**config.mk**
```make
export PLATFORM = sky130hd
export DESIGN_NAME = pipe_skid_reg
export DESIGN_NICKNAME = d
export VERILOG_FILES = /design/src/rtl/pipe_skid_reg.sv
export SDC_FILE = /design/constraint.sdc
export NUM_CORES = 1
export LEC_CHECK = 0
export ABC_AREA = 1
export CAP_MARGIN = 20
export CORE_UTILIZATION = 23
export CTS_BUF_LIST = sky130_fd_sc_hd__clkbuf_2 sky130_fd_sc_hd__clkbuf_4 sky130_fd_sc_hd__clkbuf_8
export CTS_CLUSTER_DIAMETER = 200
export DETAILED_ROUTE_END_ITERATION = 7
export SLEW_MARGIN = 20
export SYNTH_ARGS = -nofsm -noshare
export SYNTH_HDL_FRONTEND = slang
export SYNTH_SLANG_ARGS = --single-unit
```
**constraint.sdc**
```tcl
create_clock -name clk -period 1.6 [get_ports clk]
set_clock_uncertainty 0.15 [all_clocks]
set_input_delay 0.16 -clock clk [delete_from_list [all_inputs] [get_ports clk]]
set_output_delay 0.16 -clock clk [all_outputs]
set_load 0.05 [all_outputs]
```
**src/rtl/pipe_skid_reg.sv**
```systemverilog
// Two-entry skid-buffer pipeline register with flush and a saturating
// output-stall counter. Every output is taken straight from a flop, so the
// stage breaks both the valid/data path and the ready path.
module pipe_skid_reg #(
  parameter int WIDTH          = 32,
  parameter int CLEAR_ON_FLUSH = 1,
  parameter int CNT_W          = 16
) (
  input  logic             clk,
  input  logic             rst,
  input  logic             flush,
  input  logic             in_valid,
  input  logic [WIDTH-1:0] in_data,
  output logic             in_ready,
  output logic             out_valid,
  output logic [WIDTH-1:0] out_data,
  input  logic             out_ready,
  output logic [1:0]       occupancy,
  output logic [CNT_W-1:0] stall_cnt
);

  // State codes double as the occupancy value, so occupancy is the state flop.
  localparam logic [1:0] ST_EMPTY = 2'd0;
  localparam logic [1:0] ST_ONE   = 2'd1;
  localparam logic [1:0] ST_FULL  = 2'd2;

  logic [1:0]       state_q, state_d;
  logic [WIDTH-1:0] main_q, main_d;
  logic [WIDTH-1:0] skid_q, skid_d;
  logic             main_v_q, skid_v_q;
  logic [CNT_W-1:0] stall_q, stall_d;
  logic             in_fire, out_fire;

  // Handshakes only look at registered flags, never at the opposite port.
  assign in_fire  = in_valid && !skid_v_q;
  assign out_fire = main_v_q && out_ready;

  assign in_ready  = !skid_v_q;
  assign out_valid = main_v_q;
  assign out_data  = main_q;
  assign occupancy = state_q;
  assign stall_cnt = stall_q;

  // Next-state and payload steering; flush overrides every handshake action.
  always_comb begin
    state_d = state_q;
    main_d  = main_q;
    skid_d  = skid_q;
    if (flush) begin
      // An in_fire this cycle is dropped; an out_fire already completed downstream.
      state_d = ST_EMPTY;
      if (CLEAR_ON_FLUSH != 0) begin
        main_d = '0;
        skid_d = '0;
      end
    end else begin
      case (state_q)
        ST_EMPTY: begin
          if (in_fire) begin
            main_d  = in_data;
            state_d = ST_ONE;
          end
        end
        ST_ONE: begin
          if (in_fire && out_fire) begin
            main_d = in_data;
          end else if (in_fire) begin
            // Downstream stalled: park the new beat behind the head.
            skid_d  = in_data;
            state_d = ST_FULL;
          end else if (out_fire) begin
            state_d = ST_EMPTY;
          end
        end
        ST_FULL: begin
          if (out_fire) begin
            main_d  = skid_q;
            state_d = ST_ONE;
          end
        end
        default: begin
          // Unreachable code: recover to a clean empty stage.
          state_d = ST_EMPTY;
        end
      endcase
    end
  end

  // Saturating count of cycles where a valid head is held by downstream.
  always_comb begin
    stall_d = stall_q;
    if (main_v_q && !out_ready && (stall_q != {CNT_W{1'b1}})) begin
      stall_d = stall_q + CNT_W'(1);
    end
  end

  // State, valid flags, payload and counter registers.
  always_ff @(posedge clk) begin
    if (rst) begin
      state_q  <= ST_EMPTY;
      main_v_q <= 1'b0;
      skid_v_q <= 1'b0;
      main_q   <= '0;
      skid_q   <= '0;
      stall_q  <= '0;
    end else begin
      state_q  <= state_d;
      main_v_q <= (state_d != ST_EMPTY);
      skid_v_q <= (state_d == ST_FULL);
      main_q   <= main_d;
      skid_q   <= skid_d;
      stall_q  <= stall_d;
    end
  end

endmodule

```
==> impl_metrics.sql <==
INSERT INTO impl_metrics (metric_group, metric, value, unit) VALUES
('timing', 'setup-tns-final', '0', 'ps'),
('global_routing', 'grt_use_met2', '0.190', ''),
('routing', 'drt_drc_violations_left', '0', ''),
('critical_path', 'r2r_end', 'stall_cnt[15]', ''),
('floorplan', 'core_region_area', '0.0158', 'sq mm'),
('clock_network', 'clock-sinks', '84', ''),
('clock_network', 'htreeDepth', '3', ''),
('synth', 'postSynth.asyncResetShare', '0', ''),
('final_layout', 'finalInstanceArea', '0.00534', 'sq mm'),
('critical_path', 'r2r_start', 'stall_cnt[9]', ''),
('critical_path', 'maximum_fanout_along_the_worst_path', '16', ''),
('timing', 'max_slew_margin', '0.833', ''),
('routing', 'drt-wirelength-per-cell', '11.6', 'microns'),
('final_layout', 'final_layout_size_suffix_gt1_frac', '0.249', ''),
('clock_network', 'tritoncts', 'yes', ''),
('critical_path', 'crit_path_end', 'stall_cnt[15]', ''),
('pwr', 'irDropWorstVdd', '0.000439', 'V'),
('final_layout', 'postLayoutCoreUtil', '0.337', ''),
('routing', 'drt_pass1_iterations', '4', ''),
('synth', 'netlist_top_cells_count', 'nor2_1 (103), dfxtp_1 (84), nand2_1 (80), o21ai_0 (63), inv_1 (40)', ''),
('critical_path', 'worst-r2r-setup-slack', '90', 'ps'),
('critical_path', 'crit_type', 'reg2reg', ''),
('global_routing', 'vias_in_the_first_global_route', '3195', ''),
('synth', 'top_area_cells_in_the_synthesized_netlist', 'dfxtp_1 (45%), nor2_1 (10%), o21ai_0 (8.5%)', ''),
('placed_design', 'port_buffers', '88', ''),
('synth', 'yosysUniqueCellTypes', '25', ''),
('routing', 'route.antenna.remaining_nets', '0', ''),
('synth', 'synth_area', '0.00371', 'sq mm'),
('timing', 'max_slew.worst_pin.slew', '251', 'ps'),
('synth', 'synth.net_count', '558', ''),
('synth', 'ys_seq_area_frac', '0.454', ''),
('global_routing', 'grt_busiest_layer', 'met2', ''),
('final_layout', 'finish.cell_count_without_fillers', '847', ''),
('floorplan', 'dieHeight', '129', 'microns'),
('timing', 'fmax', '664', 'MHz'),
('synth', 'synth_enable_flop_cells', '0', ''),
('routing', 'num_vias', '3559', ''),
('pwr', 'leakage', '2.15', 'nW'),
('global_routing', 'grt_first_pass_wirelength', '15.8', 'mm'),
('synth', 'netlist.top_cell.by_area', 'dfxtp_1', ''),
('floorplan', 'start_util', '0.234', ''),
('floorplan', 'floorplan.die_area', '0.0166', 'sq mm'),
('placed_design', 'dpl.cell_count', '831', ''),
('critical_path', 'worst-r2r-cell-count', '8', ''),
('run_status', 'status', 'complete, no violations', ''),
('floorplan', 'rows', '46', ''),
('clock_network', 'max-clock-path-buffers', '2', ''),
('final_layout', 'net_count_reported_at_finish', '665', ''),
('synth', 'post_synth_inst_count', '520', ''),
('routing', 'route.detailed.vias_per_inst', '4.20', ''),
('floorplan', 'dieWidth', '129', 'microns'),
('synth', 'synth.yosys.warnings', '0', ''),
('critical_path', 'crit_chain', 'nand2_1, nor2_2, nand2_2, nor2_4, nor2_4, buf_12, a21oi_1, nor2_1', ''),
('timing', 'report.final.hold_viol_count', '0', ''),
('routing', 'finalWirelength', '9.82', 'mm'),
('global_routing', 'antenna_found_initial', '0', ''),
('synth', 'synth-seq-cells', '84', ''),
('timing', 'fin_worst_hold_slack', '291', 'ps'),
('synth', 'synth.top_cell.area_share', '0.454', ''),
('global_routing', 'grt_max_degree', '60', ''),
('global_routing', 'gr_met1_demand_resource', '0.157', ''),
('critical_path', 'timing.critical_path.slowest_stage_cell', 'dfxtp_4', ''),
('pwr', 'cellPowerDensity', '881', 'mW/mm^2'),
('final_layout', 'antennaDiodeCount', '0', ''),
('critical_path', 'critical_path_data_required_time', '1710', 'ps'),
('global_routing', 'grt_remaining_overflow', '0', ''),
('critical_path', 'arrival', '1610', 'ps'),
('critical_path', 'crit_path_start', 'stall_cnt[9]', ''),
('floorplan', 'floorplan.io_pins', '89', ''),
('placed_design', 'hpwlAfterDp', '6.77', 'mm'),
('clock_network', 'cts.reportedPaths.clkPinSlew', '80', 'ps');
[critical path: cells and delay by family, from the launching register on]
family                 cells  cell delay (ps)
buffers and inverters      1              140
DFF                        1              380
AOI/OAI and AO/OA          1              120
and+or+nand+nor            6              600
[layout by cell type, fill, tap and decap left out, drive strengths merged]
master           n
clkbuf          11
a21oi           38
clkinv           1
clkdlybuf4s50   36
ha               1
xor2             4
xnor2            2
bufinv           3
mux2             6
o21ai           94
nand3           12
nand4            5
nor3             2
buf             88
inv             45
nand2           85
dfxtp           84
o22ai            1
nor2           113
[worst min path at each step]
| stage | startpoint | end | slack (ps) | cells past startpoint |
|---|---|---|---|---|
| after global routing | in_data[0] | skid_q[0] | 280 | 3 |
| after CTS | in_data[30] | skid_q[30] | 260 | 3 |
| after floorplan | in_data[26] | skid_q[26] | 180 | 2 |
| final | in_data[30] | skid_q[30] | 290 | 3 |
| after detailed placement | skid_q[22] | skid_q[22] | 290 | 2 |
| after global placement | skid_q[16] | skid_q[16] | 280 | 2 |
[cell families (layout without fill, tap and decap cells)]
group	Yosys count	after routing	synth area share
AND/OR/NAND/NOR	217	217	0.243
multiplexers	6	6	0.0182
AO/OA/AOI/OAI	133	133	0.183
buffers and inverters	73	184	0.0844
adder cells (fa/ha/maj)	1	1	0.00337
flip-flops	84	84	0.454
XOR/XNOR	6	6	0.0142
[sequential cells by signal, indices dropped and copies added (netlist names)]
name       cells
skid_v_q       1
occupancy      2
stall_cnt     16
out_valid      1
out_data      32
skid_q        32
[report_power, final]
part | switching [mW] | leakage [nW] | total (mW) | internal (mW)
registers | 0.0320 | 0.692 | 2.17 | 2.14
logic | 0.406 | 1.34 | 0.690 | 0.284
clock network | 0.775 | 0.120 | 1.84 | 1.07
total | 1.21 | 2.15 | 4.71 | 3.49
[repair_timing]
item / in CTS / in global routing
gates resized for setup: 0 / 11
setup buffers: 0 / 1
endpoints found under the hold margin: 0 / 0
setup endpoints to repair: 0 / 49
hold buffers: 0 / 0
[area by class of cell]
| type | count | area [sq um] |
|---|---|---|
| repair buffers | 124 | 1180 |
| clock inverters | 4 | 98.8 |
| fillers | 1673 | 10500 |
| clock buffers | 11 | 139 |
| multi-input cells | 363 | 1770 |
| inverters | 45 | 171 |
| well taps | 216 | 270 |
| flip-flops and latches | 84 | 1710 |
[layer usage]
| layer | wire length, microns | part of all wire |
|---|---|---|
| met1 | 4690 | 0.48 |
| met4 | 125 | 0.013 |
| met3 | 615 | 0.063 |
| met5 | 0 | 0 |
| met2 | 4390 | 0.45 |
No activity file was read; power rests on OpenSTA's default activity.
